===== src/rtl/mux_arb_pkg.sv =====
// Shared definitions for the 4:1 round-robin arbiter and its picker.
package mux_arb_pkg;

  typedef enum logic {
    IDLE = 1'b0,
    BUSY = 1'b1
  } state_e;

  localparam int NUM_REQ = 4;

  localparam logic [1:0] SEL_A = 2'd0;
  localparam logic [1:0] SEL_B = 2'd1;
  localparam logic [1:0] SEL_C = 2'd2;
  localparam logic [1:0] SEL_D = 2'd3;

  // One-hot grant vector for a requester index.
  function automatic logic [NUM_REQ-1:0] onehot4(input logic [1:0] idx);
    return 4'b0001 << idx;
  endfunction

endpackage


===== src/rtl/mux_4_1.sv =====
// Single-bit 4:1 multiplexer; S selects A (0) through D (3).
module mux_4_1 (
  input  logic       A,
  input  logic       B,
  input  logic       C,
  input  logic       D,
  input  logic [1:0] S,
  output logic       Y
);

  // Plain select decode.
  always_comb begin
    Y = A;
    case (S)
      2'd0: Y = A;
      2'd1: Y = B;
      2'd2: Y = C;
      2'd3: Y = D;
      default: Y = A;
    endcase
  end

endmodule


===== src/rtl/rr_pick4.sv =====
// Rotating-priority picker: first set request bit at or above ptr, wrapping mod 4.
module rr_pick4 (
  input  logic [3:0] req,
  input  logic [1:0] ptr,
  output logic       found,
  output logic [1:0] idx
);

  // Scan four candidates starting at ptr; the first hit wins.
  always_comb begin
    logic [1:0] cand;
    found = 1'b0;
    idx   = ptr;
    cand  = ptr;
    for (int k = 0; k < 4; k++) begin
      cand = ptr + 2'(k);
      if (!found && req[cand]) begin
        found = 1'b1;
        idx   = cand;
      end
    end
  end

endmodule


===== src/rtl/mux_4_1_arbiter.sv =====
// Round-robin arbiter driving a DATA_W-wide 4:1 mux with valid/ready output
// and bursts of up to MAX_BURST beats per grant.
module mux_4_1_arbiter
  import mux_arb_pkg::*;
#(
  parameter int DATA_W    = 8,
  parameter int MAX_BURST = 4
) (
  input  logic               clk,
  input  logic               rst_n,
  input  logic [NUM_REQ-1:0] req,
  input  logic [NUM_REQ-1:0] last,
  input  logic [DATA_W-1:0]  data_a,
  input  logic [DATA_W-1:0]  data_b,
  input  logic [DATA_W-1:0]  data_c,
  input  logic [DATA_W-1:0]  data_d,
  output logic [NUM_REQ-1:0] gnt,
  output logic [1:0]         sel,
  output logic [DATA_W-1:0]  out_data,
  output logic               out_valid,
  input  logic               out_ready,
  output logic [NUM_REQ-1:0] accept
);

  localparam int CNT_W = (MAX_BURST > 1) ? $clog2(MAX_BURST) : 1;
  localparam logic [CNT_W-1:0] CNT_MAX = CNT_W'(MAX_BURST - 1);

  state_e             state_q, state_d;
  logic [NUM_REQ-1:0] gnt_q, gnt_d;
  logic [1:0]         sel_q, sel_d;
  logic [1:0]         ptr_q, ptr_d;
  logic [CNT_W-1:0]   beat_cnt_q, beat_cnt_d;

  logic       beat;
  logic       release_grant;
  logic [1:0] pick_ptr;
  logic       pick_found;
  logic [1:0] pick_idx;

  // While busy the picker searches from just past the current owner, so the
  // same single picker serves both idle arbitration and release re-arbitration.
  assign pick_ptr = (state_q == BUSY) ? sel_q + 2'd1 : ptr_q;

  rr_pick4 u_pick (
    .req   (req),
    .ptr   (pick_ptr),
    .found (pick_found),
    .idx   (pick_idx)
  );

  // Handshake strobes and release decision for the current owner.
  always_comb begin
    out_valid     = (state_q == BUSY) && req[sel_q];
    beat          = out_valid && out_ready;
    accept        = beat ? gnt_q : '0;
    release_grant = (state_q == BUSY) &&
                    (!req[sel_q] || (beat && (last[sel_q] || beat_cnt_q == CNT_MAX)));
  end

  // Next-state logic: grant from idle, hand over without a bubble on release.
  always_comb begin
    state_d    = state_q;
    gnt_d      = gnt_q;
    sel_d      = sel_q;
    ptr_d      = ptr_q;
    beat_cnt_d = beat_cnt_q;
    case (state_q)
      IDLE: begin
        if (pick_found) begin
          state_d    = BUSY;
          gnt_d      = onehot4(pick_idx);
          sel_d      = pick_idx;
          beat_cnt_d = '0;
        end
      end
      BUSY: begin
        if (release_grant) begin
          ptr_d      = sel_q + 2'd1;
          beat_cnt_d = '0;
          if (pick_found) begin
            gnt_d = onehot4(pick_idx);
            sel_d = pick_idx;
          end else begin
            state_d = IDLE;
            gnt_d   = '0;
          end
        end else if (beat) begin
          beat_cnt_d = beat_cnt_q + CNT_W'(1);
        end
      end
      default: state_d = IDLE;
    endcase
  end

  // State registers; reset drops any partial burst immediately.
  always_ff @(posedge clk or negedge rst_n) begin
    if (!rst_n) begin
      state_q    <= IDLE;
      gnt_q      <= '0;
      sel_q      <= SEL_A;
      ptr_q      <= 2'd0;
      beat_cnt_q <= '0;
    end else begin
      state_q    <= state_d;
      gnt_q      <= gnt_d;
      sel_q      <= sel_d;
      ptr_q      <= ptr_d;
      beat_cnt_q <= beat_cnt_d;
    end
  end

  assign gnt = gnt_q;
  assign sel = sel_q;

  // Bit-sliced datapath built from the shared 1-bit mux cell.
  for (genvar b = 0; b < DATA_W; b++) begin : g_mux
    mux_4_1 u_mux (
      .A (data_a[b]),
      .B (data_b[b]),
      .C (data_c[b]),
      .D (data_d[b]),
      .S (sel_q),
      .Y (out_data[b])
    );
  end

endmodule


===== config.mk =====
export PLATFORM = sky130hd
export DESIGN_NAME = mux_4_1_arbiter
export DESIGN_NICKNAME = d
export VERILOG_FILES = /design/src/rtl/mux_arb_pkg.sv /design/src/rtl/mux_4_1.sv /design/src/rtl/rr_pick4.sv /design/src/rtl/mux_4_1_arbiter.sv
export SDC_FILE = /design/constraint.sdc
export NUM_CORES = 1
export LEC_CHECK = 0
export BUFFER_PORTS_ARGS = -buffer_cell sky130_fd_sc_hd__buf_4
export CAP_MARGIN = 25
export CORE_MARGIN = 8
export CORE_UTILIZATION = 43
export CTS_CLUSTER_SIZE = 16
export DETAILED_ROUTE_END_ITERATION = 7
export PLACE_DENSITY = 0.81
export SYNTH_ARGS = -nofsm -noshare
export SYNTH_HDL_FRONTEND = slang
export SYNTH_SLANG_ARGS = --single-unit

===== constraint.sdc =====
create_clock -name clk -period 2.5 [get_ports clk]
set_input_delay 0.5 -clock clk [delete_from_list [all_inputs] [get_ports clk]]
set_output_delay 0.5 -clock clk [all_outputs]
set_load 0.1 [all_outputs]

==> run metrics, run 1 <==
result of the run=finished, final reports clean; number of pins with negative max-slew slack in the final report=0; final weighted congestion in routability-driven placement=0.877; origin of the critical flop-to-flop path=sel[1]; count of state elements after synthesis=11; Worst EP required=2.00 ns; most frequently used cell type in the post-synthesis netlist=inv_1; proportion of synthesized flip-flops having asynchronous set or reset=100%; 1st-iter DRT viols=70; clock slew at the register clock pins of the worst setup and hold paths=0.07 ns; top cell type by total area after synthesis=dfrtp_1; final-report setup violation count=0; number of warnings reported in the yosys synthesis log=0; clock tree from TritonCTS=yes; placement row count=17; detailed placement HPWL=2770 um; worst setup skew after layout=0.000911 ns; cell depth of the worst flop-to-flop path=7; quantity of I/O buffers inserted on ports=61; cell area after synthesis=0.00103 sq mm; share of layout cells above drive strength 1=55.2%; Critical Path AT=1.91 ns; Remaining DRCs=0; count of hold-fix buffers inserted at cts=0; crit-path max FO=8; final worst path period share=96.2%; pin count of the biggest net entering global routing=12; min Tclk post-route=2.41 ns; end of the worst register-to-register path=gnt[0]; Critical Setup Path Class=flop to output port; post-synthesis cell type count=33; antenna viol nets, final=0; routed wire length=3420 um; fmax=416 MHz; per-instance average area after synthesis=9.27 sq um; starting utilization of the core area=46.1%; buffer levels on the longest clock path=2; critical path launch point type=flop; Clock Root Buffer=clkbuf_4; sequential share of the synthesized area=26.8%; Syn Inst Count=111; share of the synthesized area in the top cell type=26.8%; actual transition at the worst max-transition pin=0.454 ns; Antenna Diode Count=0; standard cell core area=0.00223 sq mm; number of levels in the clock H-tree=1; total CTS buffers=3; max_cap viols=0; number of cells in the finished layout apart from fillers=193; overall track demand over capacity in global routing=15.2%; first drt pass iteration count=4; overall die width=64.9 um; max-slew headroom at the worst pin=69.7%; vias post-DR=1075; leading post-synthesis cells by cell area=dfrtp_1, mux2i_1, a222oi_1; clock net sink count=11; net count of the mapped netlist=159; vias per std cell=5.57; final critical-path setup slack=0.0944 ns; worst setup timing slack at the placement stage=0.209 ns; cell count after placement=188; Post-synth top flop=dfrtp_1; height of the die=64.9 um; Hold/Removal Path Class=primary input to async pin; critical path endpoint category=output port; number of hold-slack violations in the final timing report=0; vias in the first global route=1115; area enclosed by the die boundary=0.00421 sq mm; number of enable-type register cells in the synthesized netlist=0; signed area change from the synthesized netlist to the final layout=49.3%; worst skew pair latency=0.26 ns; top cells by count, synth=inv_1, dfrtp_1, mux2i_1, buf_4, a222oi_1; DR WL/cell=17.7 um; initial antenna violation count=0; net total in the final layout=214; worst-case register-to-register setup slack=0.24 ns; global-route wire length before repair=5220 um; global route total overflow=0; setup repair after global routing missed its margin=no; I/O Pins=62
-- registers in the layout (all words and copies together) (netlist names) --
name,flops
beat_cnt_q,2
gnt,4
ptr_q,2
sel,2
state_q,1
-- per-layer routing --
layer	wire (um)	global-route usage (%)	part of all wire (%)
met1	1570	18.5	46
met2	1460	25.0	43
met3	361	5.50	11
met4	15	3.27	0.44
met5	0	0	0
-- layout make-up --
| type | instances | area (sq um) |
|---|---|---|
| fillers | 182 | 698 |
| multi-input cells | 73 | 653 |
| repair buffers | 62 | 480 |
| flip-flops and latches | 11 | 280 |
| inverters | 15 | 60.1 |
| well taps | 28 | 35.0 |
| clock buffers | 4 | 26.3 |
-- layout by cell type (no fill, tap or decap), drive strengths merged, types with 2 or more instances in the layout --
cell type	n
mux2	2
o22ai	2
mux2i	11
buf	62
dfrtp	11
nand2	7
a22o	2
clkbuf	4
and3	4
or2b	2
nor2b	2
a222oi	8
nor2	4
a31o	2
or3	2
inv	14
a221oi	2
ha	5
o21ai	7
-- worst max-delay path: stages (launching register included) --
cell        delay [ns]
dfrtp_4           0.46
mux4_2            0.55
nand2_4           0.13
clkinvlp_4        0.14
and3_4            0.17
buf_6             0.18
-- timing repair --
| item | 4_1_cts | 5_1_grt |
|---|---|---|
| setup endpoints to repair | 0 | 12 |
| endpoints found under the hold margin | 0 | 0 |
| setup buffers | 0 | 1 |
| resized for setup | 0 | 7 |
-- worst max-delay path by stage --
stage	cells after the start	startpoint	slack, ns	endpoint
after floorplan	4	sel[0]	-0.24	accept[0]
after global placement	6	req[2]	0.22	accept[1]
after detailed placement	6	req[2]	0.21	accept[2]
after CTS	5	sel[0]	0.01	accept[2]
after global routing	5	sel[0]	0.02	accept[0]
final	5	sel[0]	0.09	accept[3]
-- stage by stage --
step	utilization, %	setup TNS [ns]	hold WS, ns	instance area (sq um)
after floorplan	-	-0.968	0.204	1060
after global placement	66.2	0	0.338	1480
after detailed placement	66.2	0	0.343	1480
after CTS	67.4	0	0.0571	1510
after global routing	68.7	0	0.0447	1540
final	68.7	0	0.0568	1540
-- cells by family (layout without fill, tap and decap cells) --
group	Yosys count	after routing	share of synthesized area, %
flip-flops	11	11	26.8
AO/OA/AOI/OAI	28	28	23.8
multiplexers	14	14	15.4
buffers and inverters	27	81	13.1
AND/OR/NAND/NOR	26	26	14.7
adder cells (fa/ha/maj)	5	5	6.08
Power of run 1 is not shown: default switching activity piles up to over one toggle a cycle in this logic, so the estimate is an artifact.
==> inputs of run 2 (changes only) <==
--- a/config.mk
+++ b/config.mk
@@ -8,10 +8,11 @@
 export BUFFER_PORTS_ARGS = -buffer_cell sky130_fd_sc_hd__buf_4
 export CAP_MARGIN = 25
 export CORE_MARGIN = 8
-export CORE_UTILIZATION = 43
+export CORE_UTILIZATION = 40
 export CTS_CLUSTER_SIZE = 16
 export DETAILED_ROUTE_END_ITERATION = 7
-export PLACE_DENSITY = 0.81
+export PLACE_DENSITY = 0.78
 export SYNTH_ARGS = -nofsm -noshare
 export SYNTH_HDL_FRONTEND = slang
+export SYNTH_HIERARCHICAL = 1
 export SYNTH_SLANG_ARGS = --single-unit
==> run metrics, run 2 <==
top library cells by usage in the layout, fill and taps aside=buf_4, mux4_2, dfrtp_1, inv_1; sequential share of the synthesized area=30.0% (+3.2 points); routed wire length=2970 um (-13%); worst setup skew after layout=0.000963 ns (+0.0000522 ns); first drt pass iteration count=4 (unchanged); worst setup timing slack at the placement stage=0.209 ns (+0.000220 ns); count of hold-fix buffers inserted at cts=0 (unchanged); count of state elements after synthesis=11 (unchanged); number of hold-slack violations in the final timing report=0 (unchanged); post-synthesis cell type count=31 (-6.1%); critical path launch point type=flop; min Tclk post-route=2.40 ns (-0.00843 ns); CP Capture Point=accept[1]; actual transition at the worst max-transition pin=0.415 ns (-0.0397 ns); fmax=417 MHz (+0.35%); 1st-iter DRT viols=38 (-46%); cell depth of the worst flop-to-flop path=7 (unchanged); number of warnings reported in the yosys synthesis log=6 (+6); placement row count=17 (unchanged); setup repair after global routing missed its margin=no; final hold slack=0.0487 ns (-0.00809 ns); Hold/Removal Path Class=primary input to async pin; height of the die=63.9 um (-1.5%); max_cap viols=0 (unchanged); number of enable-type register cells in the synthesized netlist=0 (unchanged); I/O Pins=62 (unchanged); DR WL/cell=17.3 um (-2.0%); top cell type by total area after synthesis=dfrtp_1; proportion of synthesized flip-flops having asynchronous set or reset=100% (unchanged); Syn Inst Count=79 (-29%); share of layout cells above drive strength 1=61.5% (+6.4 points); max-slew headroom at the worst pin=72.1% (+2.4 points); area enclosed by the die boundary=0.00409 sq mm (-3.0%); Critical Setup Path Class=flop to output port; clock net sink count=11 (unchanged); leading post-synthesis cells by cell area=dfrtp_1, mux4_2, mux2i_1; buffer levels on the longest clock path=2 (unchanged); number of pins with negative max-slew slack in the final report=0 (unchanged); global route total overflow=0 (unchanged); overall die width=63.9 um (-1.5%); total CTS buffers=3 (unchanged); antenna viol nets, final=0 (unchanged); Antenna Diode Count=0 (unchanged); Filler Cell Count=180 (-1.1%); most frequently used cell type in the post-synthesis netlist=dfrtp_1; worst-case register-to-register setup slack=0.42 ns (+0.18 ns); worst skew pair latency=0.27 ns (about the same); vias post-DR=913 (-15%); Post-synth top flop=dfrtp_1; final weighted congestion in routability-driven placement=0.836 (-4.6%); overall track demand over capacity in global routing=14.2% (-1.0 points); quantity of I/O buffers inserted on ports=61 (unchanged); final worst path period share=95.9% (-0.34 points); Clock Root Buffer=clkbuf_4; per-instance average area after synthesis=11.6 sq um (+25%); Remaining DRCs=0 (unchanged); pin count of the biggest net entering global routing=15 (+3); final-report setup violation count=0 (unchanged); cell area after synthesis=918 sq um (-11%); end of the worst register-to-register path=gnt[0]; vias in the first global route=978 (-12%); origin of the critical flop-to-flop path=sel[1]; number of levels in the clock H-tree=1 (unchanged); starting utilization of the core area=41.9% (-4.1 points); critical path endpoint category=output port; area used by multi-input combinational logic=611 sq um (-6.5%); top cells by count, synth=dfrtp_1, mux4_2, inv_1, mux2i_1, nor2_1; Total Negative Setup Slacks=0 ns (unchanged); most frequent standard cell in the layout excluding fill and tap cells=buf_4; clock slew at the register clock pins of the worst setup and hold paths=0.07 ns (about the same); FF/Latch Area=280 sq um (unchanged); Worst EP required=2.00 ns (about the same); Post-CTS Setup Repair Bufs=0 (unchanged); share of the synthesized area in the top cell type=30.0% (+3.2 points); detailed placement HPWL=2400 um (-13%); post-cts resize count=0 (unchanged); net total in the final layout=188 (-12%); crit-path max FO=7 (-1); Worst setup startpoint=sel[0]; result of the run=finished, final reports clean; standard cell core area=0.00219 sq mm (-1.9%); net count of the mapped netlist=123 (-23%); vias per std cell=5.34 (-4.1%); signed area change from the synthesized netlist to the final layout=58.4%; initial antenna violation count=0 (unchanged); global-route wire length before repair=4630 um (-11%); final critical-path setup slack=0.103 ns (+0.00843 ns); Critical Path AT=1.90 ns (about the same); number of flip-flops in the largest register=4 (unchanged); clock tree from TritonCTS=yes
run 2: critical path, stage by stage, from the launching register on:
cell	delay, ns
dfrtp_4	0.51
mux4_2	0.39
nand2_4	0.09
nor2_1	0.22
and2_2	0.19
buf_6	0.22
run 2: logic make-up (layout without fill, tap and decap cells):
kind of cell	count (synthesis)	after routing	share of synthesized area (%)
adders and majority gates	1	1	1.36
DFF	11	11	30.0
AOI/OAI and AO/OA	16	16	16.2
xor gates and xnor gates	1	1	0.954
and+or+nand+nor	25	25	15.4
muxes	17	17	32.0
buffers and inverters	8	72	4.09
run 2: how the worst min path moves through the flow:
stage               cells past startpoint            end  slack (ns)   from
floorplan                               0  beat_cnt_q[0]        0.20  rst_n
global placement                        1         gnt[0]        0.34  rst_n
detailed placement                      1  beat_cnt_q[0]        0.35  rst_n
CTS                                     1         gnt[0]        0.05  rst_n
global route                            1         gnt[2]        0.04  rst_n
finish                                  1         gnt[0]        0.05  rst_n
run 2: final cells by class:
type | count | share of cell area, %
Inverter | 6 | 1.55
Sequential cell | 11 | 19.3
Timing Repair Buffer | 62 | 33.0
Clock buffer | 4 | 1.81
Tap cell | 28 | 2.41
Multi-Input combinational cell | 60 | 42.0
run 2: per-stage QoR:
| step | util, % | std cells | area [sq um] |
|---|---|---|---|
| global placement | 64.5 | 167 | 1410 |
| finish | 66.4 | 171 | 1460 |
| floorplan | - | 79 | 928 |
| detailed placement | 64.5 | 167 | 1410 |
| global route | 66.4 | 171 | 1460 |
| CTS | 65.7 | 171 | 1440 |
run 2: routing by layer:
| metal | wire length (um) | global-route usage (%) |
|---|---|---|
| met5 | 0 | 0 |
| met2 | 1280 | 22.1 |
| met4 | 38 | 5.01 |
| met1 | 1250 | 16.0 |
| met3 | 400 | 7.67 |
Power of run 2 is left out for the same reason.
